===== src/rtl/clock_div_multi_if.sv =====
// rtl/clock_div_multi_if.sv - control/output bundle for the multi-channel clock divider
//
// Purpose: groups the per-channel divisor, enable and sync inputs with the
// divided clock, tick and running outputs of clock_div_multi.
// Signals:
//   div      N_CH*DIV_WIDTH  half-period per channel, slice ch*DIV_WIDTH +: DIV_WIDTH
//   en       N_CH            per-channel run request (level)
//   sync     1               one-cycle pulse, restarts all enabled channels in phase
//   clk_out  N_CH            divided clocks (registered)
//   tick     N_CH            one-cycle pulse at each clk_out rising edge
//   running  N_CH            channel is in RUN state
// Modports: master drives div/en/sync, slave (the divider) drives the outputs.

interface clock_div_multi_if #(
  parameter int N_CH      = 4,
  parameter int DIV_WIDTH = 16
) ();
  logic [N_CH*DIV_WIDTH-1:0] div;
  logic [N_CH-1:0]           en;
  logic                      sync;
  logic [N_CH-1:0]           clk_out;
  logic [N_CH-1:0]           tick;
  logic [N_CH-1:0]           running;

  modport master (
    output div, en, sync,
    input  clk_out, tick, running
  );

  modport slave (
    input  div, en, sync,
    output clk_out, tick, running
  );
endinterface


===== src/rtl/clock_div_multi.sv =====
// rtl/clock_div_multi.sv - N-channel glitch-free 50% duty programmable clock divider
//
// Purpose: generates N_CH independent divided clocks from clk_in. Each channel
// holds clk_out high for d_lat cycles then low for d_lat cycles, where d_lat is
// latched from div only at period boundaries, so pulses are never shortened by
// divisor changes or disables. sync restarts every enabled channel together.
// Ports:
//   clk_in  reference clock, all logic on its rising edge
//   rst     asynchronous active-high reset
//   bus     clock_div_multi_if.slave (div, en, sync in; clk_out, tick, running out)

module clock_div_multi #(
  parameter int N_CH      = 4,
  parameter int DIV_WIDTH = 16
) (
  input  logic              clk_in,
  input  logic              rst,
  clock_div_multi_if.slave  bus
);

  typedef enum logic {
    IDLE = 1'b0,
    RUN  = 1'b1
  } state_t;

  state_t                 state_q [N_CH];
  state_t                 state_d [N_CH];
  logic [DIV_WIDTH-1:0]   cnt_q   [N_CH];
  logic [DIV_WIDTH-1:0]   cnt_d   [N_CH];
  logic [DIV_WIDTH-1:0]   dlat_q  [N_CH];
  logic [DIV_WIDTH-1:0]   dlat_d  [N_CH];
  logic [DIV_WIDTH-1:0]   div_sel [N_CH];
  logic [N_CH-1:0]        clk_q, clk_d;
  logic [N_CH-1:0]        tick_q, tick_d;
  logic [N_CH-1:0]        start;

  for (genvar g = 0; g < N_CH; g++) begin : g_ch
    assign div_sel[g]     = bus.div[g*DIV_WIDTH +: DIV_WIDTH];
    // A channel may (re)start only when requested with a nonzero divisor.
    assign start[g]       = bus.en[g] && (div_sel[g] != '0);
    assign bus.running[g] = (state_q[g] == RUN);
  end

  assign bus.clk_out = clk_q;
  assign bus.tick    = tick_q;

  always_comb begin
    state_d = state_q;
    cnt_d   = cnt_q;
    dlat_d  = dlat_q;
    clk_d   = clk_q;
    tick_d  = '0;
    for (int ch = 0; ch < N_CH; ch++) begin
      if (bus.sync) begin
        // sync overrides everything and is the only way to cut a period short.
        cnt_d[ch] = '0;
        if (start[ch]) begin
          state_d[ch] = RUN;
          dlat_d[ch]  = div_sel[ch];
          clk_d[ch]   = 1'b1;
          tick_d[ch]  = 1'b1;
        end else begin
          state_d[ch] = IDLE;
          clk_d[ch]   = 1'b0;
        end
      end else begin
        case (state_q[ch])
          IDLE: begin
            clk_d[ch] = 1'b0;
            if (start[ch]) begin
              state_d[ch] = RUN;
              dlat_d[ch]  = div_sel[ch];
              cnt_d[ch]   = '0;
              clk_d[ch]   = 1'b1;
              tick_d[ch]  = 1'b1;
            end
          end
          RUN: begin
            // d_lat is never 0 in RUN, so d_lat-1 does not wrap.
            if (cnt_q[ch] == dlat_q[ch] - DIV_WIDTH'(1)) begin
              cnt_d[ch] = '0;
              if (clk_q[ch]) begin
                clk_d[ch] = 1'b0;
              end else if (start[ch]) begin
                // Period boundary: the only point where div is re-sampled.
                dlat_d[ch] = div_sel[ch];
                clk_d[ch]  = 1'b1;
                tick_d[ch] = 1'b1;
              end else begin
                state_d[ch] = IDLE;
              end
            end else begin
              cnt_d[ch] = cnt_q[ch] + DIV_WIDTH'(1);
            end
          end
          default: state_d[ch] = IDLE;
        endcase
      end
    end
  end

  always_ff @(posedge clk_in or posedge rst) begin
    if (rst) begin
      for (int ch = 0; ch < N_CH; ch++) begin
        state_q[ch] <= IDLE;
        cnt_q[ch]   <= '0;
        dlat_q[ch]  <= '0;
      end
      clk_q  <= '0;
      tick_q <= '0;
    end else begin
      for (int ch = 0; ch < N_CH; ch++) begin
        state_q[ch] <= state_d[ch];
        cnt_q[ch]   <= cnt_d[ch];
        dlat_q[ch]  <= dlat_d[ch];
      end
      clk_q  <= clk_d;
      tick_q <= tick_d;
    end
  end

endmodule


===== src/flat_wrapper.sv =====
// flat-port wrapper written by rule: the top's interface ports become plain ports
module clock_div_multi_flat 
#(
  parameter int N_CH      = 4,
  parameter int DIV_WIDTH = 16
)
  (clk_in, rst, bus_div, bus_en, bus_sync, bus_clk_out, bus_tick, bus_running);
  clock_div_multi_if #(.N_CH(N_CH), .DIV_WIDTH(DIV_WIDTH)) bus_i ();
  input  logic clk_in;
  input  logic rst;
  input wire logic [$bits(bus_i.div)-1:0] bus_div;
  input wire logic [$bits(bus_i.en)-1:0] bus_en;
  input wire logic [$bits(bus_i.sync)-1:0] bus_sync;
  output wire logic [$bits(bus_i.clk_out)-1:0] bus_clk_out;
  output wire logic [$bits(bus_i.tick)-1:0] bus_tick;
  output wire logic [$bits(bus_i.running)-1:0] bus_running;
  assign bus_i.div = bus_div;
  assign bus_i.en = bus_en;
  assign bus_i.sync = bus_sync;
  assign bus_clk_out = bus_i.clk_out;
  assign bus_tick = bus_i.tick;
  assign bus_running = bus_i.running;
  clock_div_multi #(.N_CH(N_CH), .DIV_WIDTH(DIV_WIDTH)) u_core (.clk_in(clk_in), .rst(rst), .bus(bus_i));
endmodule

===== config.mk =====
export PLATFORM = sky130hd
export DESIGN_NAME = clock_div_multi_flat
export DESIGN_NICKNAME = d
export VERILOG_FILES = /design/src/rtl/clock_div_multi_if.sv /design/src/rtl/clock_div_multi.sv /design/src/flat_wrapper.sv
export SDC_FILE = /design/constraint.sdc
export NUM_CORES = 1
export LEC_CHECK = 0
export CORE_UTILIZATION = 60
export DETAILED_ROUTE_END_ITERATION = 12
export DONT_BUFFER_PORTS = 1
export GPL_ROUTABILITY_DRIVEN = 0
export PLACE_DENSITY = 0.81
export RECOVER_POWER = 25
export SYNTH_ARGS = -nofsm -noshare
export SYNTH_HDL_FRONTEND = slang
export SYNTH_SLANG_ARGS = --single-unit

===== constraint.sdc =====
create_clock -name clk_in -period 8 [get_ports clk_in]
set_input_delay 2.4 -clock clk_in [delete_from_list [all_inputs] [get_ports clk_in]]
set_output_delay 2.4 -clock clk_in [all_outputs]
set_load 0.1 [all_outputs]

### Yosys cells after proc, flatten, opt, wreduce, memory -nomap -nowiden

Cells that the tools add are included.

| cells by class | value |
|---|---|
| reduce and logical (&&, ||, !) cells | 12 |
| bitwise operators | 4 |
| equal/unequal tests | 16 |
| $add $sub $neg | 8 |
| multiplexer cells | 84 |

Operator list:

| kind | number |
|---|---|
| 2-to-1 mux 16 bit | 28 |
| one-hot mux 16 bit (2 select lines) | 8 |
| adder 16 x 1 -> 16 bit (second input constant) | 4 |
| equality test 16 bit | 4 |
| nonzero test 16 bit | 4 |
| subtractor 16 x 1 -> 16 bit (second input constant) | 4 |
| 2-to-1 mux 1 bit | 36 |
| inequality test 3 bit (second input constant) | 8 |
| one-hot mux 1 bit (2 select lines) | 12 |
| inequality test 3 x 2 -> 1 bit (second input constant) | 4 |
| AND reduction 2 bit | 4 |
| logical AND 1 bit | 4 |
| inverter 1 bit | 4 |

| storage, ports and cells | value |
|---|---|
| input bits | 71 |
| flip-flop bits (word level) | 140 |
| output and inout bits | 12 |
| logic and storage cells | 141 |

### Logic depth before layout (Yosys ltp)

Gate-level depths: netlist of run 1.

| depth | value |
|---|---|
| word-level depth | 7 |
| mapped depth | 12 |
| depth with buffers taken out | 9 |

### Least setup slack after synthesis of run 1

OpenSTA, ideal clock, no wires.

| timing | value |
|---|---|
| kind | input to register |
| start point | input port bus_div[56] |
| end point | register u_core.cnt_q[10] (netlist name) |
| stages on the path | 7 |
| setup time | 133 ps |
| slack | 3,381 ps |
| buffers on the path | 0 |
| data arrival time | 4,486 ps |
| path through | or4_1 -> o41ai_2 -> nor3b_2 -> nor3_1 -> nand3_1 -> xor2_1 -> nor2_1 |

| between the ends | value |
|---|---|
| cells in the longest elaborated chain, start to end | 3 |

RTL lines:

| element | RTL line | source |
|---|---|---|
| start, declared | flat_wrapper.sv:11 | `input wire logic [$bits(bus_i.div)-1:0] bus_div;` |
| nonzero test 16 bit | clock_div_multi.sv:40 | `assign start[g] = bus.en[g] && (div_sel[g] != '0);` |
| logical AND 1 bit | clock_div_multi.sv:40 |  |
| inequality test 3 x 2 -> 1 bit (no line) | - |  |
| end signal, assigned by index | clock_div_multi.sv:114 | `cnt_q[ch] <= cnt_d[ch];` |
| end, declared | clock_div_multi.sv:28 | `logic [DIV_WIDTH-1:0] cnt_q [N_CH];` |

No other way between the ends.
A chain may end at the register's enable or synchronous reset.

==> results of run 1 <==
-- kinds of logic (layout without fill, tap and decap cells) --
logic type,after synthesis,in the layout,share of synthesized area [%]
flops,140,140,41.5
xor+xnor,123,123,12.7
simple gates,323,323,21.7
buf+inv,54,55,2.99
compound gates,104,104,9.61
mux,75,75,10.3
fa+ha+maj,8,8,1.18
-- area by class of cell --
cell class,instances,share of cell area (%)
multi-input combinational,633,51.4
sequential,140,38.4
clock buffer,19,4.75
tap,176,2.41
clock inverter,13,2.10
inverter,22,0.919
timing repair buffer,1,0.0549
-- where the power goes --
part,total [W],internal (W),switching (W)
Combinational,0.000285,0.000141,0.000145
Sequential,0.000895,0.000764,0.000130
Clock,0.000834,0.000523,0.000311
Total,0.00201,0.00143,0.000586
-- Yosys cell counts (all sizes together) (7+ instances only) --
cell type and number:
a21oi 16, nor3 27, nand3 33, or4 18
nor3b 7, and3 20, xor2 60, clkbuf 19
buf 13, a21o 7, nor2b 14, a31oi 10
mux2 69, nand4 24, nor4 27, inv 22
ha 8, and2 8, nor2 81, xnor2 63
nand3b 7, dfrtp 140, nand2 23, o21ai 11
-- routing by layer --
| layer | global-route usage (%) | wire length (microns) |
|---|---|---|
| met2 | 48.0 | 9620 |
| met5 | 0 | 0 |
| met1 | 33.0 | 7850 |
| met4 | 10.1 | 355 |
| met3 | 6.70 | 1020 |
-- placed cells by master (no fill, tap or decap), drive strengths merged, types with 7 or more instances in the layout --
cell	netlist	routed
dfrtp	140	140
nor2	81	81
mux2	69	69
xnor2	63	63
xor2	60	60
nand3	33	33
nor3	27	27
nor4	27	27
nand4	24	24
nand2	23	23
inv	22	22
and3	20	20
clkbuf	19	20
or4	18	18
a21oi	16	16
nor2b	14	14
o21ai	11	11
a31oi	10	10
and2	8	8
ha	8	8
nand3b	7	7
a21o	7	7
nor3b	7	7
-- registers in the layout, summed over array words and instances (netlist names) --
name,count
u_core.bus.running,4
u_core.bus.tick,4
u_core.cnt_q,64
u_core.dlat_q,64
u_core.bus.clk_out,4
-- how the worst min path moves through the flow --
| stage | start | cells after the start | endpoint | slack, ns |
|---|---|---|---|---|
| 2_1_floorplan | u_core.dlat_q[47]$_DFFE_PP0P_ | 1 | u_core.dlat_q[47]$_DFFE_PP0P_ | 0.50 |
| 3_3_place_gp | u_core.dlat_q[63]$_DFFE_PP0P_ | 1 | u_core.dlat_q[63]$_DFFE_PP0P_ | 0.51 |
| 3_5_place_dp | u_core.dlat_q[63]$_DFFE_PP0P_ | 1 | u_core.dlat_q[63]$_DFFE_PP0P_ | 0.52 |
| 4_1_cts | u_core.dlat_q[63]$_DFFE_PP0P_ | 1 | u_core.dlat_q[63]$_DFFE_PP0P_ | 0.53 |
| 5_1_grt | u_core.dlat_q[31]$_DFFE_PP0P_ | 1 | u_core.dlat_q[31]$_DFFE_PP0P_ | 0.54 |
| 6_report | u_core.dlat_q[63]$_DFFE_PP0P_ | 1 | u_core.dlat_q[63]$_DFFE_PP0P_ | 0.53 |
-- through the flow --
| step | area [sq um] | utilization [%] | power (W) | hold slack [ns] | instances |
|---|---|---|---|---|---|
| final | 9120 | 67.5 | 0.00201 | 0.529 | 1004 |
| after global routing | 9120 | 67.5 | 0.00210 | 0.544 | 1004 |
| after CTS | 9140 | 67.6 | 0.00202 | 0.533 | 1004 |
| after detailed placement | 8510 | 63.0 | 0.00119 | 0.520 | 972 |
| after global placement | 8510 | 63.0 | 0.00117 | 0.511 | 972 |
| after floorplan | 8450 | - | 0.00113 | 0.501 | 827 |
==> metrics.txt, run 1 <==
# TYPE chip_impl_metric gauge
chip_impl_info{name="result_of_the_run",value="finished, violations left"} 1
chip_impl_info{name="violations",value="max-capacitance violations, max-slew violations"} 1
chip_impl_metric{name="p_leak",unit="nW"} 3.66
chip_impl_metric{name="multiInputGateArea",unit="sq um"} 4680
chip_impl_metric{name="rows",unit=""} 42
chip_impl_metric{name="layout.filler_cells",unit=""} 1022
chip_impl_metric{name="cts-buffers-inserted",unit=""} 17
chip_impl_metric{name="max_stage_delay",unit="ns"} 1.70
chip_impl_metric{name="worst_r2r_path_depth",unit=""} 9
chip_impl_metric{name="wire_length_of_the_first_global_routing_pass",unit="mm"} 31.5
chip_impl_metric{name="seq_area",unit="sq um"} 3500
chip_impl_metric{name="synth_top_cell_area_share",unit="%"} 41.5
chip_impl_metric{name="grt_antenna_before_repair",unit=""} 0
chip_impl_info{name="synth_flop_cell",value="sky130_fd_sc_hd__dfrtp_1"} 1
chip_impl_metric{name="worst_slack",unit="ns"} 2.62
chip_impl_info{name="post_synthesis_cell_type_with_the_largest_combined_area",value="sky130_fd_sc_hd__dfrtp_1"} 1
chip_impl_metric{name="final_max_slew_viol_count",unit=""} 143
chip_impl_metric{name="power_density",unit="nW/um^2"} 221
chip_impl_info{name="critPathLaunchType",value="input pin"} 1
chip_impl_info{name="clk_tree_root_cell",value="sky130_fd_sc_hd__clkbuf_16"} 1
chip_impl_metric{name="post_synth_num_cell_types",unit=""} 81
chip_impl_metric{name="post_drt_via_cell_ratio",unit=""} 6.47
chip_impl_metric{name="cts.sinks",unit=""} 140
chip_impl_info{name="crit_path_cell_chain",value="clkinvlp_2 > clkbuf_2"} 1
chip_impl_metric{name="cts_hold_buffers",unit=""} 0
chip_impl_info{name="setup_repair_after_global_routing_missed_its_margin",value="no"} 1
chip_impl_metric{name="final_routed_wire_length_divided_by_cell_count",unit="microns"} 18.8
chip_impl_metric{name="synth-seq-area-share",unit="%"} 41.5
chip_impl_metric{name="fmax",unit="GHz"} 0.186
chip_impl_metric{name="h-tree-depth",unit=""} 4
chip_impl_info{name="critical_path.endpoint",value="u_core.cnt_q[36]$_DFFE_PP0P_"} 1
chip_impl_info{name="tritoncts_clock_tree",value="built"} 1
chip_impl_metric{name="tns",unit="ns"} 0
chip_impl_metric{name="starting_density",unit="%"} 62.6
chip_impl_metric{name="globalRoute.totalOverflow",unit=""} 0
chip_impl_info{name="launching_element_of_the_worst_setup_path",value="rst"} 1
chip_impl_info{name="cpMaxStageDelayCell",value="sky130_fd_sc_hd__clkinvlp_2"} 1
chip_impl_metric{name="async_reset_ff_share",unit="%"} 100
chip_impl_metric{name="min_period_over_period",unit="%"} 67.3
chip_impl_metric{name="synth-edff-count",unit=""} 0
chip_impl_metric{name="post-route-drc-count",unit=""} 0
chip_impl_metric{name="worst-slew-pin-transition",unit="ns"} 3.08
chip_impl_metric{name="clk_pin_slew",unit="ns"} 0.06
chip_impl_metric{name="top_level_ports",unit=""} 83
chip_impl_info{name="worst_setup_path_end_kind",value="asynchronous set/reset pin"} 1
chip_impl_metric{name="final-setup-viol-count",unit=""} 0
chip_impl_metric{name="layout-drive-gt1-share",unit="%"} 14.9
chip_impl_metric{name="die-area",unit="sq um"} 14600
chip_impl_metric{name="die-height",unit="microns"} 121
chip_impl_metric{name="pre_cts_slack",unit="ns"} 3.01
chip_impl_metric{name="arrival",unit="ns"} 5.62
chip_impl_metric{name="critical_path_buf_inv_count",unit=""} 2
chip_impl_metric{name="totalWireLength",unit="mm"} 18.9
chip_impl_metric{name="dieWidth",unit="microns"} 121
chip_impl_metric{name="grt_max_degree",unit=""} 72
chip_impl_metric{name="crit_required",unit="ns"} 8.24
chip_impl_metric{name="diodes",unit=""} 0
chip_impl_metric{name="area_growth",unit="%"} 7.94
chip_impl_metric{name="syn-cell-area",unit="sq um"} 8450
chip_impl_metric{name="hold_viol",unit=""} 0
chip_impl_metric{name="track_usage",unit="%"} 27.6
chip_impl_metric{name="nNetsFinal",unit=""} 894
chip_impl_info{name="min_path_type",value="reg2reg"} 1
chip_impl_metric{name="insertion_delay_of_the_later_clocked_pin_in_the_worst_skew_pair",unit="ns"} 0.43
chip_impl_info{name="crit-reg2reg-capture",value="u_core.dlat_q[57]$_DFFE_PP0P_"} 1
chip_impl_info{name="r2r_start",value="u_core.dlat_q[48]$_DFFE_PP0P_"} 1
chip_impl_info{name="cp_top_family",value="buffers and inverters"} 1
chip_impl_metric{name="finalCriticalPeriod",unit="ns"} 5.38
chip_impl_info{name="setup.worst_path.class",value="in2async"} 1
chip_impl_metric{name="cts_resizes",unit=""} 0
chip_impl_metric{name="drt_iter0_drc",unit=""} 448
chip_impl_metric{name="detailedRoute.firstPassIterationCount",unit=""} 7
chip_impl_metric{name="drt.antenna.violating_nets",unit=""} 0
chip_impl_metric{name="synth.yosys.warnings",unit=""} 0
chip_impl_metric{name="worst-path-stages",unit=""} 2
chip_impl_metric{name="cap_violations",unit=""} 2
chip_impl_metric{name="core_region_area",unit="sq um"} 13500
chip_impl_metric{name="timing.reg2reg.setup_slack",unit="ns"} 4.13
chip_impl_metric{name="cts_setup_buffers",unit=""} 0
chip_impl_metric{name="io_buffers",unit=""} 0
chip_impl_metric{name="via_count",unit=""} 6500
chip_impl_metric{name="final.setup_skew",unit="ns"} 0.0124
chip_impl_metric{name="syn_avg_cell_area",unit="sq um"} 10.2
chip_impl_metric{name="vdd_ir_drop_max",unit="mV"} 0.161
chip_impl_metric{name="maxSlewHeadroom",unit="%"} -107
chip_impl_metric{name="syn_inst",unit=""} 827
chip_impl_metric{name="number_of_global_route_vias_before_repair",unit=""} 6619
chip_impl_info{name="synth_top_cells_by_area",value="sky130_fd_sc_hd__dfrtp_1 (41%), sky130_fd_sc_hd__mux2_2 (7.5%), sky130_fd_sc_hd__xnor2_1 (6.5%)"} 1
chip_impl_metric{name="syn_nets",unit=""} 906
chip_impl_metric{name="worstPathMaxFanout",unit=""} 71
chip_impl_metric{name="ys_seq_elements",unit=""} 140
chip_impl_metric{name="clk_path_buf_depth",unit=""} 2
chip_impl_metric{name="place_hpwl",unit="mm"} 13.6
No activity file was read; power rests on OpenSTA's default activity.
==> run 2: changes to the inputs <==
ABC_AREA = 1   (was unset)
CORE_UTILIZATION = 59   (was 60)
PLACE_DENSITY = 0.83   (was 0.81)
clock period = 4.4 ns   (was 8 ns; I/O delays follow)
==> run 2 against run 1 <==
Compared with the run above: the run still ends with max-capacitance violations, max-slew violations left; largest power group unchanged; wire length grew 20%; via count grew 39%; cell area grew 15%; synthesized cell count grew 73%.
==> metrics.txt, run 2 <==
# TYPE chip_impl_metric gauge
chip_impl_metric{name="final_max_slew_viol_count",unit=""} 43
chip_impl_metric{name="syn_nets",unit=""} 1513
chip_impl_metric{name="place_hpwl",unit="mm"} 16.4
chip_impl_metric{name="worst_r2r_path_depth",unit=""} 5
chip_impl_metric{name="cts.sinks",unit=""} 140
chip_impl_metric{name="cts_setup_buffers",unit=""} 0
chip_impl_metric{name="track_usage",unit="%"} 28.6
chip_impl_metric{name="post_synth_num_cell_types",unit=""} 39
chip_impl_metric{name="drt_iter0_drc",unit=""} 685
chip_impl_info{name="mostFrequentLayoutCell",value="sky130_fd_sc_hd__nand2_1"} 1
chip_impl_metric{name="syn_inst",unit=""} 1434
chip_impl_info{name="most_frequently_used_cell_type_in_the_post_synthesis_netlist",value="sky130_fd_sc_hd__nand2_1"} 1
chip_impl_metric{name="syn_avg_cell_area",unit="sq um"} 6.77
chip_impl_metric{name="layout-drive-gt1-share",unit="%"} 5.19
chip_impl_metric{name="die-height",unit="microns"} 130
chip_impl_metric{name="h-tree-depth",unit=""} 4
chip_impl_metric{name="worstPathMaxFanout",unit=""} 51
chip_impl_info{name="ranking_of_synthesized_cells_by_instance_count",value="sky130_fd_sc_hd__nand2_1 (477), sky130_fd_sc_hd__nor2_1 (205), sky130_fd_sc_hd__inv_1 (149)"} 1
chip_impl_metric{name="post-route-drc-count",unit=""} 0
chip_impl_info{name="final_cell_mix",value="sky130_fd_sc_hd__nand2_1 (477), sky130_fd_sc_hd__nor2_1 (205), sky130_fd_sc_hd__inv_1 (148)"} 1
chip_impl_metric{name="async_reset_ff_share",unit="%"} 100
chip_impl_metric{name="worstHoldPathCells",unit=""} 2
chip_impl_metric{name="globalRoute.totalOverflow",unit=""} 0
chip_impl_info{name="setup_repair_after_global_routing_missed_its_margin",value="no"} 1
chip_impl_metric{name="rows",unit=""} 46
chip_impl_metric{name="insertion_delay_of_the_later_clocked_pin_in_the_worst_skew_pair",unit="ns"} 0.43
chip_impl_metric{name="worst-slew-pin-transition",unit="ns"} 1.83
chip_impl_info{name="synth_flop_cell",value="sky130_fd_sc_hd__dfrtp_1"} 1
chip_impl_metric{name="power_density",unit="nW/um^2"} 389
chip_impl_metric{name="core_region_area",unit="sq um"} 16000
chip_impl_metric{name="cap_violations",unit=""} 1
chip_impl_info{name="setup.worst_path.class",value="in2async"} 1
chip_impl_metric{name="critical_path_buf_inv_count",unit=""} 2
chip_impl_metric{name="crit_required",unit="ns"} 4.74
chip_impl_metric{name="final_routed_wire_length_divided_by_cell_count",unit="microns"} 13.6
chip_impl_metric{name="vdd_ir_drop_max",unit="mV"} 0.332
chip_impl_info{name="violations",value="max-capacitance violations, max-slew violations"} 1
chip_impl_metric{name="hold_viol",unit=""} 0
chip_impl_metric{name="max_stage_delay",unit="ns"} 1.11
chip_impl_metric{name="p_leak",unit="nW"} 5.33
chip_impl_metric{name="worst-path-stages",unit=""} 2
chip_impl_metric{name="nNetsFinal",unit=""} 1511
chip_impl_metric{name="grt_antenna_before_repair",unit=""} 0
chip_impl_metric{name="cts-buffers-inserted",unit=""} 17
chip_impl_metric{name="maxSlewHeadroom",unit="%"} -22.5
chip_impl_metric{name="number_of_global_route_vias_before_repair",unit=""} 8420
chip_impl_metric{name="synth-seq-area-share",unit="%"} 36.1
chip_impl_info{name="layout_top_registers",value="u_core.cnt_q x64, u_core.dlat_q x64"} 1
chip_impl_metric{name="postLayoutCoreUtil",unit="%"} 65.3
chip_impl_metric{name="grt_max_degree",unit=""} 52
chip_impl_info{name="synth_top_cells_by_area",value="sky130_fd_sc_hd__dfrtp_1 (36%), sky130_fd_sc_hd__nand2_1 (18%), sky130_fd_sc_hd__xor2_1 (8.2%)"} 1
chip_impl_metric{name="clk_path_buf_depth",unit=""} 2
chip_impl_metric{name="final-setup-viol-count",unit=""} 0
chip_impl_info{name="cpMaxStageDelayCell",value="sky130_fd_sc_hd__clkbuf_2"} 1
chip_impl_metric{name="drt.antenna.violating_nets",unit=""} 0
chip_impl_metric{name="synth.yosys.warnings",unit=""} 0
chip_impl_metric{name="syn-cell-area",unit="sq um"} 9710
chip_impl_metric{name="tns",unit="ns"} 0
chip_impl_metric{name="detailedRoute.firstPassIterationCount",unit=""} 6
chip_impl_info{name="worst_setup_path_end_kind",value="asynchronous set/reset pin"} 1
chip_impl_metric{name="final.setup_skew",unit="ns"} 0.00569
chip_impl_metric{name="clk_pin_slew",unit="ns"} 0.06
chip_impl_metric{name="die-area",unit="sq um"} 17000
chip_impl_metric{name="dieWidth",unit="microns"} 130
chip_impl_info{name="tritoncts_clock_tree",value="built"} 1
chip_impl_metric{name="totalWireLength",unit="mm"} 22.6
chip_impl_metric{name="cts_hold_buffers",unit=""} 0
chip_impl_metric{name="synth-edff-count",unit=""} 0
chip_impl_metric{name="fmax",unit="GHz"} 0.317
chip_impl_info{name="crit_path_cell_chain",value="clkinvlp_2 > clkbuf_2"} 1
chip_impl_info{name="result_of_the_run",value="finished, violations left"} 1
chip_impl_info{name="min_path_type",value="reg2reg"} 1
chip_impl_metric{name="ys_seq_elements",unit=""} 140
chip_impl_metric{name="area_growth",unit="%"} 7.55
chip_impl_metric{name="min_period_over_period",unit="%"} 71.6
chip_impl_info{name="cp_top_family",value="buffers and inverters"} 1
chip_impl_metric{name="post_drt_via_cell_ratio",unit=""} 5.46
chip_impl_metric{name="io_buffers",unit=""} 0
chip_impl_metric{name="finalCriticalPeriod",unit="ns"} 3.15
chip_impl_info{name="clk_tree_root_cell",value="sky130_fd_sc_hd__clkbuf_16"} 1
chip_impl_metric{name="arrival",unit="ns"} 3.49
chip_impl_metric{name="cts_resizes",unit=""} 0
chip_impl_info{name="critPathLaunchType",value="input pin"} 1
chip_impl_metric{name="diodes",unit=""} 0
chip_impl_metric{name="wire_length_of_the_first_global_routing_pass",unit="mm"} 38.3
chip_impl_metric{name="via_count",unit=""} 9061
chip_impl_metric{name="top_level_ports",unit=""} 83
chip_impl_metric{name="synth_top_cell_area_share",unit="%"} 36.1
chip_impl_info{name="post_synthesis_cell_type_with_the_largest_combined_area",value="sky130_fd_sc_hd__dfrtp_1"} 1
chip_impl_metric{name="starting_density",unit="%"} 60.7
## run 2: cell types whose count changed in the layout (fill, tap and decap cells not counted), moves of 16 or more
cell / before / now
sky130_fd_sc_hd__or4_1: 16 / 0
sky130_fd_sc_hd__nand3_1: 33 / 137
sky130_fd_sc_hd__nand2_1: 23 / 477
sky130_fd_sc_hd__nand4_1: 22 / 46
sky130_fd_sc_hd__mux2_2: 56 / 0
sky130_fd_sc_hd__inv_1: 21 / 148
sky130_fd_sc_hd__xnor2_1: 63 / 16
sky130_fd_sc_hd__nor2_1: 81 / 205
sky130_fd_sc_hd__xor2_1: 60 / 91
sky130_fd_sc_hd__and3_1: 20 / 0
## run 2: routing by layer
layer  vias to the layer above  wire length, microns  GRT usage [%]
met1                      4197                 10000           37.0
met5                         -                     0              0
met2                       266                 10800           47.2
met3                        60                  1270           5.25
met4                         0                   577           12.2
li1                       4538                     -              -
## run 2: stage by stage
stage / hold slack [ns] / total power, W / setup slack, ns / instance area (sq um) / cells
2_1_floorplan: 0.442 / 0.00244 / 1.33 / 9710 / 1434
3_3_place_gp: 0.458 / 0.00260 / 1.21 / 9890 / 1629
3_5_place_dp: 0.468 / 0.00263 / 1.17 / 9890 / 1629
4_1_cts: 0.483 / 0.00408 / 1.56 / 10500 / 1660
5_1_grt: 0.523 / 0.00431 / 0.756 / 10400 / 1660
6_report: 0.478 / 0.00407 / 1.25 / 10400 / 1660
## run 2: worst paths after layout
check	start	endpoint	slack [ns]
worst max-delay path	rst	u_core.dlat_q[17]$_DFFE_PP0P_	1.25
worst max register to register	u_core.bus.running[2]$_DFF_PP0_	u_core.bus.clk_out[2]$_DFFE_PP0P_	1.67
worst min-delay path	u_core.dlat_q[33]$_DFFE_PP0P_	u_core.dlat_q[33]$_DFFE_PP0P_	0.48
min in group asynchronous	rst	u_core.dlat_q[39]$_DFFE_PP0P_	1.23
max in group clk_in	u_core.bus.running[0]$_DFF_PP0_	bus_running[0]	1.55
worst min register to register	u_core.dlat_q[33]$_DFFE_PP0P_	u_core.dlat_q[33]$_DFFE_PP0P_	0.48
## run 2: worst register-to-register path: cells and delay by family, from the launching register on
kind / cells / cell delay (ns)
AOI/OAI and AO/OA: 2 / 0.52
DFF: 1 / 1.01
buffers and inverters: 2 / 0.70
and+or+nand+nor: 1 / 0.37
## run 2: layout make-up
class / count / area, sq um
repair buffers: 6 / 40.0
flip-flops and latches: 140 / 3500
clock buffers: 21 / 470
well taps: 216 / 270
clock inverters: 10 / 116
fillers: 1456 / 5560
inverters: 156 / 587
multi-input cells: 1111 / 5460
## run 2: where the power goes
group          internal (W)  switching, W
clock              0.000875      0.000565
sequential          0.00141      0.000234
combinational      0.000342      0.000636
## run 2: cell families (layout without fill, tap and decap cells)
kind of cell	after synthesis	count (layout)	synth area share, %
buffers and inverters	183	193	7.73
adder cells (fa/ha/maj)	8	8	1.03
flip-flops	140	140	36.1
XOR/XNOR	107	107	9.65
AND/OR/NAND/NOR	945	945	42.3
AO/OA/AOI/OAI	51	51	3.21
==> run 3: changes to the inputs <==
ABC_AREA = 0   (was 1)
CORE_UTILIZATION = 60   (was 59)
PLACE_DENSITY = 0.81   (was 0.83)
clock period = 3 ns   (was 4.4 ns; I/O delays follow)
==> run 3 against run 2 <==
Compared with the run above: clock skew grew 0.0017 ns; clock power increased by 40%; sequential share of layout area rose by 1.8 points; largest power group unchanged; via count is 22% lower; the run ends with max-capacitance violations, max-slew violations, negative setup slack left; critical endpoint is now u_core.dlat_q[53]$_DFFE_PP0P_; final cell count fell by 35%; critical path depth is 7 higher.
==> metrics.txt, run 3 (synthesis gave the netlist of run 1 again) <==
# TYPE chip_impl_metric gauge
chip_impl_metric{name="critical_path_buf_inv_count",unit=""} 2
chip_impl_metric{name="nNetsFinal",unit=""} 972
chip_impl_metric{name="top_level_ports",unit=""} 83
chip_impl_metric{name="final_routed_wire_length_divided_by_cell_count",unit="microns"} 20.3
chip_impl_metric{name="maxSlewHeadroom",unit="%"} -16.7
chip_impl_metric{name="die-area",unit="sq um"} 14600
chip_impl_metric{name="crit_required",unit="ns"} 3.30
chip_impl_metric{name="power_density",unit="nW/um^2"} 551
chip_impl_info{name="layout_top_registers",value="u_core.cnt_q x64, u_core.dlat_q x64"} 1
chip_impl_info{name="worst_setup_path_end_kind",value="register"} 1
chip_impl_metric{name="totalWireLength",unit="mm"} 21.9
chip_impl_metric{name="diodes",unit=""} 0
chip_impl_metric{name="worst-path-stages",unit=""} 9
chip_impl_metric{name="final_cell_area",unit="sq um"} 9920
chip_impl_metric{name="cts.sinks",unit=""} 140
chip_impl_metric{name="dieWidth",unit="microns"} 121
chip_impl_metric{name="layout.filler_cells",unit=""} 885
chip_impl_metric{name="wire_length_of_the_first_global_routing_pass",unit="mm"} 34.9
chip_impl_metric{name="worst_r2r_path_depth",unit=""} 9
chip_impl_metric{name="final.setup_skew",unit="ns"} 0.00741
chip_impl_metric{name="worstPathMaxFanout",unit=""} 6
chip_impl_metric{name="globalRoute.totalOverflow",unit=""} 0
chip_impl_info{name="clk_tree_root_cell",value="sky130_fd_sc_hd__clkbuf_16"} 1
chip_impl_metric{name="cts_hold_buffers",unit=""} 0
chip_impl_metric{name="io_buffers",unit=""} 0
chip_impl_info{name="setup.worst_path.class",value="reg2reg"} 1
chip_impl_info{name="cp_top_family",value="simple AND/OR/NAND/NOR gates"} 1
chip_impl_metric{name="post-route-drc-count",unit=""} 0
chip_impl_metric{name="core_region_area",unit="sq um"} 13500
chip_impl_metric{name="min_period_over_period",unit="%"} 101
chip_impl_metric{name="hold_viol",unit=""} 0
chip_impl_metric{name="insertion_delay_of_the_later_clocked_pin_in_the_worst_skew_pair",unit="ns"} 0.42
chip_impl_metric{name="final-setup-viol-count",unit=""} 5
chip_impl_info{name="final_cell_mix",value="sky130_fd_sc_hd__dfrtp_1 (140), sky130_fd_sc_hd__nor2_1 (81), sky130_fd_sc_hd__buf_4 (71)"} 1
chip_impl_info{name="result_of_the_run",value="finished, violations left"} 1
chip_impl_metric{name="via_count",unit=""} 7089
chip_impl_metric{name="pre_cts_slack",unit="ns"} -0.193
chip_impl_info{name="mostFrequentLayoutCell",value="sky130_fd_sc_hd__dfrtp_1"} 1
chip_impl_metric{name="place_hpwl",unit="mm"} 14.8
chip_impl_metric{name="cap_violations",unit=""} 2
chip_impl_metric{name="post_drt_via_cell_ratio",unit=""} 6.56
chip_impl_info{name="launching_element_of_the_worst_setup_path",value="u_core.dlat_q[48]$_DFFE_PP0P_"} 1
chip_impl_metric{name="max_stage_delay",unit="ns"} 0.67
chip_impl_metric{name="clk_path_buf_depth",unit=""} 2
chip_impl_info{name="min_path_type",value="reg2reg"} 1
chip_impl_info{name="cpMaxStageDelayCell",value="sky130_fd_sc_hd__or4b_2"} 1
chip_impl_metric{name="finalCriticalPeriod",unit="ns"} 3.02
chip_impl_metric{name="p_leak",unit="nW"} 4.13
chip_impl_metric{name="cts-buffers-inserted",unit=""} 17
chip_impl_metric{name="fmax",unit="GHz"} 0.332
chip_impl_metric{name="vdd_ir_drop_max",unit="mV"} 0.451
chip_impl_metric{name="number_of_global_route_vias_before_repair",unit=""} 7125
chip_impl_metric{name="rows",unit=""} 42
chip_impl_info{name="tritoncts_clock_tree",value="built"} 1
chip_impl_metric{name="grt_antenna_before_repair",unit=""} 0
chip_impl_metric{name="drt_iter0_drc",unit=""} 776
chip_impl_info{name="r2r_start",value="u_core.dlat_q[48]$_DFFE_PP0P_"} 1
chip_impl_metric{name="final_max_slew_viol_count",unit=""} 142
chip_impl_info{name="critPathLaunchType",value="register"} 1
chip_impl_metric{name="track_usage",unit="%"} 30.7
chip_impl_metric{name="die-height",unit="microns"} 121
chip_impl_metric{name="area_growth",unit="%"} 17.4
chip_impl_metric{name="worst-slew-pin-transition",unit="ns"} 1.75
chip_impl_info{name="critical_path.endpoint",value="u_core.dlat_q[53]$_DFFE_PP0P_"} 1
chip_impl_metric{name="grt_max_degree",unit=""} 72
chip_impl_metric{name="arrival",unit="ns"} 3.32
chip_impl_info{name="setup_repair_after_global_routing_missed_its_margin",value="yes"} 1
chip_impl_metric{name="layout-drive-gt1-share",unit="%"} 24.3
chip_impl_metric{name="starting_density",unit="%"} 62.6
chip_impl_metric{name="clk_pin_slew",unit="ns"} 0.06
chip_impl_metric{name="drt.antenna.violating_nets",unit=""} 0
chip_impl_metric{name="placed_area",unit="sq um"} 9100
chip_impl_metric{name="detailedRoute.firstPassIterationCount",unit=""} 7
chip_impl_metric{name="h-tree-depth",unit=""} 4
chip_impl_info{name="crit_path_cell_chain",value="buf_4 > nor3_1 > nand2_1 > or4b_2 > a31oi_1 > nand4_2 > a21oi_4 > clkbuf_16 > mux2_4"} 1
chip_impl_metric{name="timing.reg2reg.setup_slack",unit="ns"} -0.02
chip_impl_metric{name="worst_slack",unit="ns"} -0.0152
chip_impl_info{name="violations",value="max-capacitance violations, max-slew violations, negative setup slack"} 1
chip_impl_info{name="crit-reg2reg-capture",value="u_core.dlat_q[53]$_DFFE_PP0P_"} 1
==> run 3: worst min-delay path by stage <==
stage                                        from                       endpoint  slack, ns  depth (start not counted)
floorplan           u_core.dlat_q[47]$_DFFE_PP0P_  u_core.dlat_q[47]$_DFFE_PP0P_       0.50                          1
CTS                                           rst   u_core.bus.tick[3]$_DFF_PP0_       0.49                          2
detailed placement  u_core.dlat_q[51]$_DFFE_PP0P_  u_core.dlat_q[51]$_DFFE_PP0P_       0.53                          1
finish              u_core.dlat_q[31]$_DFFE_PP0P_  u_core.dlat_q[31]$_DFFE_PP0P_       0.54                          1
global placement    u_core.dlat_q[31]$_DFFE_PP0P_  u_core.dlat_q[31]$_DFFE_PP0P_       0.51                          1
global route                             bus_sync   u_core.cnt_q[18]$_DFFE_PP0P_       0.52                          1
==> run 3: through the flow <==
stage               setup TNS [ns]  util (%)  cells  power [W]  hold WS [ns]
finish                     -0.0599      73.4   1081    0.00546         0.537
global route                 -2.05      73.4   1081    0.00568         0.525
CTS                              0      71.8   1071    0.00538         0.491
detailed placement           -3.61      67.4   1037    0.00335         0.527
global placement                 0      67.4   1037    0.00328         0.513
floorplan                        0         -    827    0.00302         0.501
==> run 3: area by class of cell <==
type	instances	area [sq um]	area share, %
Sequential cell	140	3500	35.3
Timing Repair Buffer	78	639	6.45
Inverter	22	83.8	0.845
Clock inverter	8	93.8	0.946
Clock buffer	23	458	4.62
Tap cell	176	220	2.22
Multi-Input combinational cell	634	4920	49.6
==> run 3: routing by layer <==
metal | vias to the layer above | routed length, microns | GRT usage (%)
li1 | 3154 | - | -
met1 | 3527 | 8980 | 38.5
met2 | 340 | 10900 | 51.2
met3 | 68 | 1340 | 7.12
met4 | 0 | 659 | 12.1
met5 | - | 0 | 0
==> run 3: timing repair <==
item / in CTS / in global routing
resized for setup: 4 / 33
cloned: 0 / 2
pin swaps: 3 / 7
buffers inserted: 3 / 8
endpoints found under the setup margin: 45 / 73
==> run 3: power by group <==
group	internal, W	switching [W]
combinational	0.000543	0.000639
sequential	0.00204	0.000219
clock	0.00123	0.000785
total	0.00382	0.00164
